--- config.mk ---
export PLATFORM = sky130hd
export DESIGN_NAME = scratchpad_store_drain
export DESIGN_NICKNAME = d
export VERILOG_FILES = /design/src/rtl/scratchpad_store_drain.sv
export SDC_FILE = /design/constraint.sdc
export NUM_CORES = 1
export LEC_CHECK = 0
export BUFFER_PORTS_ARGS = -buffer_cell sky130_fd_sc_hd__buf_2
export CORE_MARGIN = 5
export CORE_UTILIZATION = 56
export CTS_CLUSTER_DIAMETER = 120
export DETAILED_ROUTE_END_ITERATION = 12
export MAX_ROUTING_LAYER = met4
export PLACE_DENSITY = 0.81
export SYNTH_ARGS = -nofsm -noshare
export SYNTH_HDL_FRONTEND = slang
export SYNTH_SLANG_ARGS = --single-unit
--- constraint.sdc ---
create_clock -name CLK -period 4.8 [get_ports CLK]
set_clock_uncertainty 0.2 [all_clocks]
set_input_delay 0.48 -clock CLK [delete_from_list [all_inputs] [get_ports CLK]]
set_output_delay 0.48 -clock CLK [all_outputs]
set_load 0.03 [all_outputs]
--- src/rtl/scratchpad_store_drain.sv ---
// Scratchpad store drain: pops store entries from a show-ahead FIFO and writes
// each row as two DRAM words (low half, then high half). Tracks per-matrix row
// coverage and pulses store_done once all rows of a matrix have been written.
module scratchpad_store_drain #(
    parameter int WORD_W       = 32,   // DRAM word and address width
    parameter int BITS_PER_ROW = 64,   // scratchpad row data width (two words)
    parameter int MAT_S_W      = 2,    // matrix-select width
    parameter int ROW_S_W      = 2     // row-select width
) (
    input  logic                                          CLK,
    input  logic                                          RST,
    input  logic                                          dramFIFO_empty,
    input  logic [WORD_W+MAT_S_W+ROW_S_W+BITS_PER_ROW-1:0] dramFIFO_rdata,
    output logic                                          dramFIFO_REN,
    output logic                                          dmem_wen,
    output logic [WORD_W-1:0]                             dmem_addr,
    output logic [WORD_W-1:0]                             dmem_wdata,
    input  logic                                          dmem_wait,
    output logic                                          store_done,
    output logic [MAT_S_W-1:0]                            store_done_mat,
    output logic                                          busy
);

    localparam int ENTRY_W  = WORD_W + MAT_S_W + ROW_S_W + BITS_PER_ROW;
    localparam int NUM_MATS = 1 << MAT_S_W;
    localparam int ROWS     = 1 << ROW_S_W;

    typedef enum logic [1:0] {
        IDLE  = 2'd0,
        WR_LO = 2'd1,
        WR_HI = 2'd2
    } state_t;

    state_t               state_q, state_d;
    logic [ENTRY_W-1:0]   hold_q, hold_d;
    logic [ROWS-1:0]      mask_q [NUM_MATS];
    logic [ROWS-1:0]      mask_d [NUM_MATS];
    logic                 done_q, done_d;
    logic [MAT_S_W-1:0]   done_mat_q, done_mat_d;

    // Fields of the entry currently being written.
    logic [WORD_W-1:0]    held_addr;
    logic [MAT_S_W-1:0]   held_mat;
    logic [ROW_S_W-1:0]   held_row;
    logic [WORD_W-1:0]    held_lo;
    logic [WORD_W-1:0]    held_hi;
    logic [WORD_W-1:0]    base_addr;

    logic                 pop;
    logic                 wen_c;
    logic [WORD_W-1:0]    addr_c;
    logic [WORD_W-1:0]    wdata_c;
    logic                 hi_accept;
    logic [ROWS-1:0]      row_set;

    assign held_addr = hold_q[ENTRY_W-1 -: WORD_W];
    assign held_mat  = hold_q[BITS_PER_ROW+ROW_S_W +: MAT_S_W];
    assign held_row  = hold_q[BITS_PER_ROW +: ROW_S_W];
    assign held_lo   = hold_q[WORD_W-1:0];
    assign held_hi   = hold_q[BITS_PER_ROW-1 -: WORD_W];
    assign base_addr = {held_addr[WORD_W-1:2], 2'b00};
    assign hi_accept = (state_q == WR_HI) && !dmem_wait;

    // Next-state, FIFO pop and DRAM request generation.
    always_comb begin
        // NOTE: every variable gets a default before the case so no path
        // leaves one unassigned, which would otherwise infer a latch.
        state_d = state_q;
        hold_d  = hold_q;
        pop     = 1'b0;
        wen_c   = 1'b0;
        addr_c  = '0;
        wdata_c = '0;
        case (state_q)
            IDLE: begin
                if (!dramFIFO_empty) begin
                    pop     = 1'b1;
                    hold_d  = dramFIFO_rdata;
                    state_d = WR_LO;
                end
            end
            WR_LO: begin
                wen_c   = 1'b1;
                addr_c  = base_addr;
                wdata_c = held_lo;
                if (!dmem_wait) begin
                    state_d = WR_HI;
                end
            end
            WR_HI: begin
                wen_c   = 1'b1;
                addr_c  = base_addr + WORD_W'(4);
                wdata_c = held_hi;
                if (!dmem_wait) begin
                    // Chain straight into the next entry to avoid an IDLE bubble.
                    if (!dramFIFO_empty) begin
                        pop     = 1'b1;
                        hold_d  = dramFIFO_rdata;
                        state_d = WR_LO;
                    end else begin
                        state_d = IDLE;
                    end
                end
            end
            default: state_d = IDLE;
        endcase
    end

    // Row-coverage bookkeeping; a full mask raises done for one cycle and clears.
    always_comb begin
        mask_d     = mask_q;
        done_d     = 1'b0;
        done_mat_d = '0;
        row_set    = '0;
        if (hi_accept) begin
            row_set = mask_q[held_mat] | (ROWS'(1) << held_row);
            if (&row_set) begin
                mask_d[held_mat] = '0;
                done_d           = 1'b1;
                done_mat_d       = held_mat;
            end else begin
                mask_d[held_mat] = row_set;
            end
        end
    end

    // State, holding register, masks and done pulse; reset wins over everything.
    always_ff @(posedge CLK) begin
        // NOTE: sequential state uses non-blocking assignments so every
        // register samples the values from before this edge.
        if (RST) begin
            state_q    <= IDLE;
            hold_q     <= '0;
            // NOTE: the mask array is a handful of flops, not a RAM, so it is
            // reset explicitly; a real memory macro could not be cleared here.
            for (int m = 0; m < NUM_MATS; m++) begin
                mask_q[m] <= '0;
            end
            done_q     <= 1'b0;
            done_mat_q <= '0;
        end else begin
            state_q    <= state_d;
            hold_q     <= hold_d;
            mask_q     <= mask_d;
            done_q     <= done_d;
            done_mat_q <= done_mat_d;
        end
    end

    // Outputs are forced low while reset is asserted.
    assign dramFIFO_REN   = pop & ~RST;
    assign dmem_wen       = wen_c & ~RST;
    assign dmem_addr      = RST ? '0 : addr_c;
    assign dmem_wdata     = RST ? '0 : wdata_c;
    assign store_done     = done_q & ~RST;
    assign store_done_mat = (RST || !done_q) ? '0 : done_mat_q;
    assign busy           = (state_q != IDLE) && !RST;

endmodule
==> results.txt, run 1 <==
----------------------------------------------------
[Finish]
  Number of inserted filler cells in the final layout ... 682
  Post-route cell area ... 0.00829 sq mm
  Antenna cell count ... 0
  Utilization after layout ... 0.803
  Area of combinational cells with multiple inputs ... 0.00325 sq mm
  Most common library cell in the layout ignoring fill and taps ... sky130_fd_sc_hd__nand2_1
  Top library cells by usage in the layout, fill and taps aside ... sky130_fd_sc_hd__nand2_1 (232), sky130_fd_sc_hd__buf_2 (168), sky130_fd_sc_hd__a21oi_1 (132)
  P&R area growth vs syn ... 39.5%
  Footprint of the flip-flops and latches ... 0.00238 sq mm
  Fraction of layout cells with a size suffix above 1 ... 0.209
  Number of nets in the finished design ... 1163

[Global route]
  Global-route track usage on met2 ... 0.524
  Fraction of met1 tracks used by global routing ... 0.363
  Overall fraction of global-route tracks in use ... 0.319
  Largest net degree at the start of global routing ... 104
  Routing layer with the top usage in global route ... met2
  Fraction of met3 tracks used by global routing ... 0.0775
  Global-route wire length before repair ... 32.1 mm
  Via count of the first global-routing pass ... 6739
  Number of antenna violations at the first check in global routing ... 0
  Congestion Overflow GR ... 0

[Critical path]
  Top fanout value on the critical path ... 16
  CP endpoint ... dmem_addr[31]
  Critical Path Start ... state_q[0]
  Total number of cells along the worst setup path ... 7
  Reg-to-Reg End ... hold_q[42]
  Flop2flop setup slack ... 1740 ps
  Critical register-to-register path startpoint ... state_q[0]
  CP max stage cell ... sky130_fd_sc_hd__nor2_1
  Critical path capture point type ... output pin
  Number of buffer and inverter stages on the critical path ... 2
  Setup Crit Path Kind ... reg -> out
  Required @ worst endpoint ... 4120 ps
  Cell family contributing the most delay on the critical path ... simple AND/OR/NAND/NOR gates
  Cell chain of the critical path ... inv_1, ha_1, nand2_1, nor2_1, a41oi_1, a31oi_1, buf_2
  Highest cell delay on the worst timing path ... 790 ps
  Critical path arrival ... 2940 ps
  Crit start category ... flop
  Reg2reg path depth ... 7

[Timing]
  Max Freq ... 276 MHz
  Number of slew-limit violations in the final report ... 0
  Number of setup violations in the final report ... 0
  Relative max-transition margin ... 0.291
  Clock period minus worst slack ... 3620 ps
  Aggregate negative setup slack ... 0 ps
  Slew at the pin closest to its max-slew limit ... 1060 ps
  Final Hold Vio Count ... 0
  Post-route clock period utilization ... 0.754
  Unrepaired setup endpoints after global routing ... false
  Post-route worst setup slack ... 1180 ps

[Synthesis]
  Unique cell type count in the Yosys netlist ... 59
  Most frequently used flop master after synthesis ... sky130_fd_sc_hd__dfxtp_1
  Sequential element share of the synthesized area ... 0.401
  Cell count after synthesis ... 826
  Yosys reg bits ... 119
  Number of enable flip-flop cells after synthesis ... 0
  Post-synth design cell area ... 0.00594 sq mm
  Post-synthesis async set-or-reset flop share ... 0
  Syn. warnings ... 0
  Avg Inst Size Synth ... 7.20 sq um

[Power]
  Leakage power total ... 3.35 nW
  Portion of total power attributed to sequential cells ... 0.360
  VDD IR max ... 301 uV
  P per Cell Area ... 446 mW/mm^2
  Switching power total ... 0.00142 W
  Switching portion of total power ... 0.383
  P_int ... 0.00228 W
  Fraction of power consumed by the clock network ... 0.332
  Power share of the combinational group ... 0.308

[Die]
  Die Wd ... 113 um
  Initial core utilization ... 0.576
  Total die area ... 0.0128 sq mm
  Core area ... 0.0103 sq mm
  Floorplan die height ... 113 um
  Site row count ... 37
  Ports placed on the boundary ... 174

[Routing]
  Post-detailed-route count of antenna-violating nets ... 0
  First-iteration detailed-routing DRC count ... 763
  Post-route DRC violation count ... 0
  Drt first pass iters ... 5
  Final WL ... 20.0 mm
  Count of vias placed by the detailed router ... 6903
  Average wire per standard cell ... 16.6 um
  Vias per std cell ... 5.74

[Place]
  Pre-CTS worst setup slack ... 1760 ps
  Number of port buffers ... 169
  Area post-placement ... 0.00676 sq mm
  GP Congestion ... 0.862
  Sum of net half-perimeters after detailed placement ... 10.9 mm

[Clock tree]
  TritonCTS Sinks ... 119
  Clock slew at the register clock pins of the worst setup and hold paths ... 50 ps
  Post-CTS Resized ... 0
  Clock buffers created by TritonCTS ... 17
  H-tree depth reported by CTS ... 4
  Worst skew pair latency ... 540 ps
  Clock tree from TritonCTS ... done
  Clk root buf ... sky130_fd_sc_hd__clkbuf_8
  Clock Path Buffers ... 2

[Flow run]
  Max-capacitance violation count ... 0

[Status]
  Outcome ... complete, no violations

[Min path]
  Hold/Removal Path Class ... in -> reg

----------------------------------------------------
per-layer routing:
| metal | wire (um) | part of all wire |
|---|---|---|
| met2 | 9770 | 0.49 |
| met3 | 1540 | 0.077 |
| met1 | 7800 | 0.39 |
| met4 | 856 | 0.043 |
| met5 | 0 | 0 |
Yosys cell counts (all sizes together), types with 2 or more instances:
library cell,count,area share
nor4b,2,0.0029
nand2,234,0.15
nand2b,4,0.0042
a41oi,3,0.0044
o31ai,2,0.0025
ha,6,0.013
or3,5,0.0053
dfxtp,119,0.40
nand4,11,0.014
or3b,2,0.0029
o21ai,35,0.029
a21o,2,0.0025
or4,3,0.0038
a311oi,3,0.0044
nand3b,6,0.0076
nor2,53,0.033
mux2,2,0.0044
mux2i,9,0.015
nor3,9,0.0084
a211oi,3,0.0038
nor2b,3,0.0032
o2111ai,2,0.0029
o211ai,6,0.0076
a21boi,2,0.0025
and2,3,0.0032
a21oi,133,0.11
buf,19,0.018
nand3,23,0.019
a31oi,9,0.0095
a22oi,34,0.043
clkbuf,46,0.029
and3,2,0.0021
nor4,4,0.0067
inv,13,0.0082
how the worst min path moves through the flow:
| stage | startpoint | to | slack [ps] | depth (start not counted) |
|---|---|---|---|---|
| 4_1_cts | dramFIFO_rdata[64] | hold_q[64] | 2 | 3 |
| 2_1_floorplan | mask_q[0] | mask_q[0] | 230 | 2 |
| 3_3_place_gp | hold_q[44] | hold_q[44] | 240 | 2 |
| 3_5_place_dp | hold_q[62] | hold_q[62] | 250 | 2 |
| 6_report | dramFIFO_rdata[64] | hold_q[64] | 20 | 3 |
| 5_1_grt | dramFIFO_rdata[64] | hold_q[64] | 30 | 3 |
flip-flops by register name, indices dropped and copies added (netlist names):
name,cells
hold_q,98
state_q,2
done_q,1
done_mat_q,2
mask_q,16
worst register-to-register path, stage by stage, from the launching register on:
cell and delay (ps):
sky130_fd_sc_hd__dfxtp_1 410, sky130_fd_sc_hd__inv_1 90, sky130_fd_sc_hd__ha_2 250, sky130_fd_sc_hd__buf_4 310
sky130_fd_sc_hd__nand2b_1 370, sky130_fd_sc_hd__a21o_4 840, sky130_fd_sc_hd__nand2_1 230, sky130_fd_sc_hd__a21oi_1 280
cells by family after synthesis:
kind of cell	share of synthesized area
simple gates	0.272
compound gates	0.239
flops	0.401
buf+inv	0.0560
mux	0.0196
fa+ha+maj	0.0126
other cells	0.000631
final cells by class:
type,count,area share
flip-flops and latches,119,0.287
clock inverters,10,0.0113
inverters,14,0.00634
clock buffers,22,0.0582
multi-input cells,629,0.392
well taps,136,0.0205
repair buffers,272,0.224
power by group through the flow:
stage               clock (W)  sequential (W)  combinational (W)
finish                0.00123         0.00133            0.00114
floorplan                   0         0.00128           0.000826
detailed placement          0         0.00134            0.00104
global route          0.00128         0.00136            0.00125
CTS                   0.00123         0.00132            0.00111
global placement            0         0.00133            0.00103
metrics by stage:
step           total power (W)  std cells  hold slack, ps
2_1_floorplan          0.00211        827             233
3_3_place_gp           0.00236       1075             241
3_5_place_dp           0.00238       1075             246
4_1_cts                0.00366       1202            1.96
5_1_grt                0.00389       1202            26.9
6_report               0.00370       1202            22.5
timing repair:
item | in CTS | in global routing
endpoints found under the setup margin | 0 | 0
endpoints found under the hold margin | 95 | 0
hold buffers | 95 | 0
buffers inserted | 0 | 0
(Power assumes the default switching activity.)
==> run 2, diff against run 1 <==
- CORE_UTILIZATION: 56 -> 47
- PLACE_DENSITY: 0.81 -> 0.72
- clock period: 4.8 -> 3.3 ns (I/O delays scaled with it)
==> run 2 against run 1 <==
Effect of this change:
- via count decreased by 2.6%
- register-to-register slack got worse by 1100 ps
- routed wire length decreased by 4.4%
- first-iteration DRC count decreased by 21%
- design area increased by 2.7%
- worst setup slack got worse by 970 ps
- largest cell class unchanged
- largest power group is now clock
==> results.txt, run 2 (synthesis gave the netlist of run 1 again) <==
----------------------------------------------------
[Routing]
  Post-route DRC violation count ... 0 (unchanged)
  Final WL ... 19.1 mm (-4.4%)
  Average wire per standard cell ... 15.3 um (-7.8%)
  Count of vias placed by the detailed router ... 6721 (-2.6%)
  Drt first pass iters ... 5 (unchanged)
  Vias per std cell ... 5.39 (-6.1%)
  First-iteration detailed-routing DRC count ... 599 (-21%)
  Post-detailed-route count of antenna-violating nets ... 0 (unchanged)

[Finish]
  Top library cells by usage in the layout, fill and taps aside ... sky130_fd_sc_hd__nand2_1 (231), sky130_fd_sc_hd__buf_2 (168), sky130_fd_sc_hd__a21oi_1 (132)
  Register with the most flip-flops ... hold_q
  Area of combinational cells with multiple inputs ... 0.00326 sq mm (+0.38%)
  Number of flip-flops under the largest register name ... 98 (unchanged)
  Non-filler instance count after layout ... 1246 (+3.7%)
  Footprint of the flip-flops and latches ... 0.00238 sq mm (unchanged)
  Fraction of layout cells with a size suffix above 1 ... 0.209 (+0.000304)
  Registers with the most flip-flops ... hold_q (98), mask_q (16)
  P&R area growth vs syn ... 43.3%
  Antenna cell count ... 0 (unchanged)
  Number of inserted filler cells in the final layout ... 1044 (+53%)
  Post-route cell area ... 0.00852 sq mm (+2.7%)
  Most common library cell in the layout ignoring fill and taps ... sky130_fd_sc_hd__nand2_1
  Utilization after layout ... 0.681 (-0.123)
  Number of nets in the finished design ... 1173 (+0.86%)

[Clock tree]
  Worst skew pair latency ... 410 ps (-130 ps)
  Clock buffers created by TritonCTS ... 17 (unchanged)
  Clock tree from TritonCTS ... done
  Clock slew at the register clock pins of the worst setup and hold paths ... 50 ps (about the same)
  Clk root buf ... sky130_fd_sc_hd__clkbuf_16
  TritonCTS Sinks ... 119 (unchanged)
  Clock Path Buffers ... 2 (unchanged)
  H-tree depth reported by CTS ... 4 (unchanged)

[Place]
  Area post-placement ... 0.00688 sq mm (+1.7%)
  Cell count after placement ... 1118 (+4.0%)
  Sum of net half-perimeters after detailed placement ... 11.2 mm (+2.2%)
  GP Congestion ... 0.847 (-1.7%)
  Pre-CTS worst setup slack ... 512 ps (-1250 ps)
  Number of port buffers ... 169 (unchanged)

[Die]
  Core area ... 0.0125 sq mm (+21%)
  Die Wd ... 122 um (+8.3%)
  Ports placed on the boundary ... 174 (unchanged)
  Site row count ... 41 (+11%)
  Initial core utilization ... 0.475 (-0.101)
  Total die area ... 0.0150 sq mm (+17%)
  Floorplan die height ... 122 um (+8.3%)

[Timing]
  Final Hold Vio Count ... 0 (unchanged)
  Number of slew-limit violations in the final report ... 0 (unchanged)
  Number of setup violations in the final report ... 0 (unchanged)
  Post-route worst setup slack ... 213 ps (-971 ps)
  Slew at the pin closest to its max-slew limit ... 1020 ps (-46.5 ps)
  Clock period minus worst slack ... 3090 ps
  Aggregate negative setup slack ... 0 ps (unchanged)
  Max Freq ... 324 MHz
  Post-route clock period utilization ... 0.936
  Unrepaired setup endpoints after global routing ... false
  Relative max-transition margin ... 0.322 (+0.0310)

[Min path]
  Hold/Removal Path Class ... in -> reg

[Flow run]
  Max-capacitance violation count ... 0 (unchanged)

[Critical path]
  Crit start category ... flop
  Setup Crit Path Kind ... reg -> out
  Critical path capture point type ... output pin
  Top fanout value on the critical path ... 28 (+12)
  Required @ worst endpoint ... 2770 ps (-1350 ps)
  Critical path arrival ... 2560 ps (-380 ps)

[Power]
  Leakage power total ... 3.44 nW (+2.5%)
  P per Cell Area ... 668 mW/mm^2 (+50%)
  VDD IR max ... 456 uV (+51%)

[Global route]
  Congestion Overflow GR ... 0 (unchanged)
  Largest net degree at the start of global routing ... 99 (-4.8%)
  Global-route wire length before repair ... 31.0 mm (-3.3%)
  Number of antenna violations at the first check in global routing ... 0 (unchanged)
  Via count of the first global-routing pass ... 6432 (-4.6%)
  Overall fraction of global-route tracks in use ... 0.264 (-0.0545)

[Status]
  Outcome ... complete, no violations

----------------------------------------------------
[run 2: worst paths after layout]
path                   start       endpoint  slack (ps)  cells past startpoint
setup / recovery  state_q[0]  dmem_addr[28]         210                      9
hold / removal           RST      mask_q[7]          80                      3
setup reg to reg  state_q[0]     hold_q[51]         600                      6
hold reg to reg   mask_q[11]     mask_q[11]         250                      2
[run 2: what timing repair did]
item / CTS / global route
gates resized for setup: 0 / 1
buffers inserted: 0 / 0
endpoints found under the setup margin: 0 / 3
hold endpoints to repair: 98 / 0
hold buffers: 98 / 0
[run 2: routing by layer]
metal  track usage  wire, um  vias to the layer above
met1         0.322      8070                     3111
li1              -         -                     3335
met4        0.0973       472                        0
met2         0.422      9270                      234
met3        0.0705      1280                       41
met5             -         0                        -
[run 2: worst max-delay path, cell delays in order, from the launching register on]
cell and delay, ps:
sky130_fd_sc_hd__dfxtp_1 400, sky130_fd_sc_hd__inv_1 110, sky130_fd_sc_hd__ha_1 310, sky130_fd_sc_hd__nand2_2 100
sky130_fd_sc_hd__buf_4 320, sky130_fd_sc_hd__nor2_1 70, sky130_fd_sc_hd__buf_4 190, sky130_fd_sc_hd__o311ai_1 290
sky130_fd_sc_hd__o41ai_1 140, sky130_fd_sc_hd__buf_2 200
[run 2: per-stage QoR]
stage / hold WS (ps) / power, W
5_1_grt: 72.5 / 0.00602
6_report: 84.0 / 0.00569
3_5_place_dp: 245 / 0.00353
2_1_floorplan: 233 / 0.00306
4_1_cts: 70.3 / 0.00570
3_3_place_gp: 241 / 0.00350
[run 2: layout make-up]
class,count,area share
flip-flops and latches,119,0.280
clock inverters,8,0.0231
multi-input cells,629,0.383
well taps,172,0.0253
repair buffers,282,0.229
inverters,14,0.00617
clock buffers,22,0.0533
[run 2: power breakdown]
part,internal [W],switching (W),total [W]
clock network,0.00143,0.000642,0.00207
registers,0.00169,0.000222,0.00191
logic,0.000571,0.00114,0.00171
total,0.00369,0.00200,0.00569
==> run 3, diff against run 2 <==
- clock period: 3.3 -> 2.5 ns (I/O delays scaled with it)
==> run 3 against run 2 <==
Effect of this change:
- the run now ends with negative setup slack left
- non-clock buffer count up 47
- highest routed layer unchanged
- largest cell class unchanged
- first-iteration DRC count up 9.5%
- largest power group is now combinational cells
- via count up 7.4%
- critical endpoint is now dmem_addr[29]
==> results.txt, run 3 (synthesis gave the netlist of run 1 again) <==
----------------------------------------------------
[Timing]
  Number of setup violations in the final report ... 10 (+10)
  Relative max-transition margin ... 0.428 (+0.106)
  Final Hold Vio Count ... 0 (unchanged)
  Max Freq ... 378 MHz
  Aggregate negative setup slack ... -717 ps (-717 ps)
  Clock period minus worst slack ... 2650 ps
  Post-route clock period utilization ... 1.06
  Post-route worst setup slack ... -145 ps (-358 ps)
  Number of slew-limit violations in the final report ... 0 (unchanged)
  Unrepaired setup endpoints after global routing ... true
  Slew at the pin closest to its max-slew limit ... 858 ps (-159 ps)

[Critical path]
  Crit start category ... flop
  Critical path arrival ... 2200 ps (-360 ps)
  Setup Crit Path Kind ... reg -> out
  Top fanout value on the critical path ... 4 (-86%)
  Critical path capture point type ... output pin
  Required @ worst endpoint ... 2050 ps (-720 ps)

[Die]
  Core area ... 0.0125 sq mm (unchanged)
  Floorplan die height ... 122 um (unchanged)
  Die Wd ... 122 um (unchanged)
  Site row count ... 41 (unchanged)
  Initial core utilization ... 0.475 (unchanged)
  Total die area ... 0.0150 sq mm (unchanged)
  Ports placed on the boundary ... 174 (unchanged)

[Status]
  Violated checks ... negative setup slack
  Outcome ... complete, but fails checks

[Finish]
  Registers with the most flip-flops ... hold_q (98), mask_q (16)
  Number of nets in the finished design ... 1221 (+4.1%)
  Utilization after layout ... 0.749 (+0.0680)
  Top library cells by usage in the layout, fill and taps aside ... sky130_fd_sc_hd__nand2_1 (227), sky130_fd_sc_hd__buf_2 (149), sky130_fd_sc_hd__a21oi_1 (131)
  Antenna cell count ... 0 (unchanged)
  Post-route cell area ... 0.00937 sq mm (+10%)
  Most common library cell in the layout ignoring fill and taps ... sky130_fd_sc_hd__nand2_1
  P&R area growth vs syn ... 57.6%
  Register with the most flip-flops ... hold_q
  Fraction of layout cells with a size suffix above 1 ... 0.296 (+0.0868)
  Number of inserted filler cells in the final layout ... 951 (-8.9%)
  Number of flip-flops under the largest register name ... 98 (unchanged)

[Min path]
  Hold/Removal Path Class ... in -> reg

[Routing]
  Post-detailed-route count of antenna-violating nets ... 0 (unchanged)
  Vias per std cell ... 5.57 (+3.3%)
  Count of vias placed by the detailed router ... 7221 (+7.4%)
  Post-route DRC violation count ... 0 (unchanged)
  Average wire per standard cell ... 16.7 um (+9.0%)
  Final WL ... 21.6 mm (+13%)
  Drt first pass iters ... 5 (unchanged)
  First-iteration detailed-routing DRC count ... 656 (+9.5%)

[Power]
  P per Cell Area ... 849 mW/mm^2 (+27%)
  Leakage power total ... 3.85 nW (+12%)
  VDD IR max ... 645 uV (+41%)
  Total Power Consumption ... 0.00796 W (+40%)

[Global route]
  Routing layer with the top usage in global route ... met2
  Congestion Overflow GR ... 0 (unchanged)
  Overall fraction of global-route tracks in use ... 0.289 (+0.0246)
  Number of antenna violations at the first check in global routing ... 0 (unchanged)
  Global-route wire length before repair ... 33.5 mm (+7.8%)
  Largest net degree at the start of global routing ... 83 (-16%)
  Via count of the first global-routing pass ... 7104 (+10%)
  Fraction of met3 tracks used by global routing ... 0.0677 (-0.00276)
  Fraction of met1 tracks used by global routing ... 0.327 (+0.00497)
  Global-route track usage on met2 ... 0.480 (+0.0577)

[Clock tree]
  Clock slew at the register clock pins of the worst setup and hold paths ... 50 ps (about the same)
  Clock buffers created by TritonCTS ... 17 (unchanged)
  H-tree depth reported by CTS ... 4 (unchanged)
  Clock tree from TritonCTS ... done
  Worst skew pair latency ... 420 ps (about the same)
  Clk root buf ... sky130_fd_sc_hd__clkbuf_16
  TritonCTS Sinks ... 119 (unchanged)
  Clock Path Buffers ... 2 (unchanged)

[Flow run]
  Max-capacitance violation count ... 0 (unchanged)

[Place]
  GP Congestion ... 0.860 (+1.5%)
  Number of port buffers ... 169 (unchanged)
  Area post-placement ... 0.00714 sq mm (+3.8%)
  Sum of net half-perimeters after detailed placement ... 11.7 mm (+4.5%)

----------------------------------------------------
-- run 3: cell count changes in the layout (fill, tap and decap cells not counted), moves of 10 or more --
cell,before,now
sky130_fd_sc_hd__o21ai_1,2,14
sky130_fd_sc_hd__buf_4,15,65
sky130_fd_sc_hd__o21ai_0,33,20
sky130_fd_sc_hd__dfxtp_1,119,100
sky130_fd_sc_hd__dfxtp_2,0,10
sky130_fd_sc_hd__buf_2,168,149
-- run 3: final timing paths --
kind / startpoint / to / slack, ps / depth (start not counted)
worst max register to register: state_q[1] / state_q[0] / 270 / 8
worst max-delay path: hold_q[88] / dmem_addr[29] / -150 / 6
worst min register to register: mask_q[8] / mask_q[8] / 250 / 2
worst min-delay path: RST / mask_q[7] / 60 / 3
-- run 3: critical path, cell delays in order, from the launching register on --
cell and delay [ps]:
sky130_fd_sc_hd__dfxtp_4 340, sky130_fd_sc_hd__nand4_1 150, sky130_fd_sc_hd__nor4_4 420, sky130_fd_sc_hd__nand2_2 130, sky130_fd_sc_hd__or4_1 410, sky130_fd_sc_hd__o211ai_1 120
sky130_fd_sc_hd__buf_4 200
-- run 3: metrics by stage --
stage | setup slack, ps | std cells | hold slack, ps
6_report | -145 | 1296 | 61.9
3_5_place_dp | 92.2 | 1140 | 245
4_1_cts | -126 | 1291 | 13.2
5_1_grt | -218 | 1296 | 84.2
3_3_place_gp | 139 | 1140 | 241
2_1_floorplan | -183 | 827 | 186
-- run 3: timing repair --
action / in CTS / in global routing
pin swaps: 13 / 14
setup buffers: 17 / 4
gates cloned: 4 / 1
gates resized for setup: 74 / 55
endpoints found under the hold margin: 98 / 0
setup endpoints to repair: 25 / 24
hold buffers: 98 / 0
-- run 3: where the power goes --
part	internal (W)	total, W	switching, W
Sequential	0.00225	0.00254	0.000284
Combinational	0.00116	0.00292	0.00176
Clock	0.00161	0.00250	0.000888
-- run 3: layout make-up --
cell class	count	area, sq um	share of cell area
multi-input combinational	630	3540	0.378
timing repair buffer	329	2510	0.268
sequential	119	2430	0.259
clock buffer	20	457	0.0487
tap	172	215	0.0230
clock inverter	12	151	0.0162
inverter	14	62.6	0.00668
-- run 3: layer usage --
layer	vias up	part of all wire
met5	-	0
met4	0	0.035
met3	75	0.070
met2	330	0.50
met1	3374	0.40
li1	3442	-
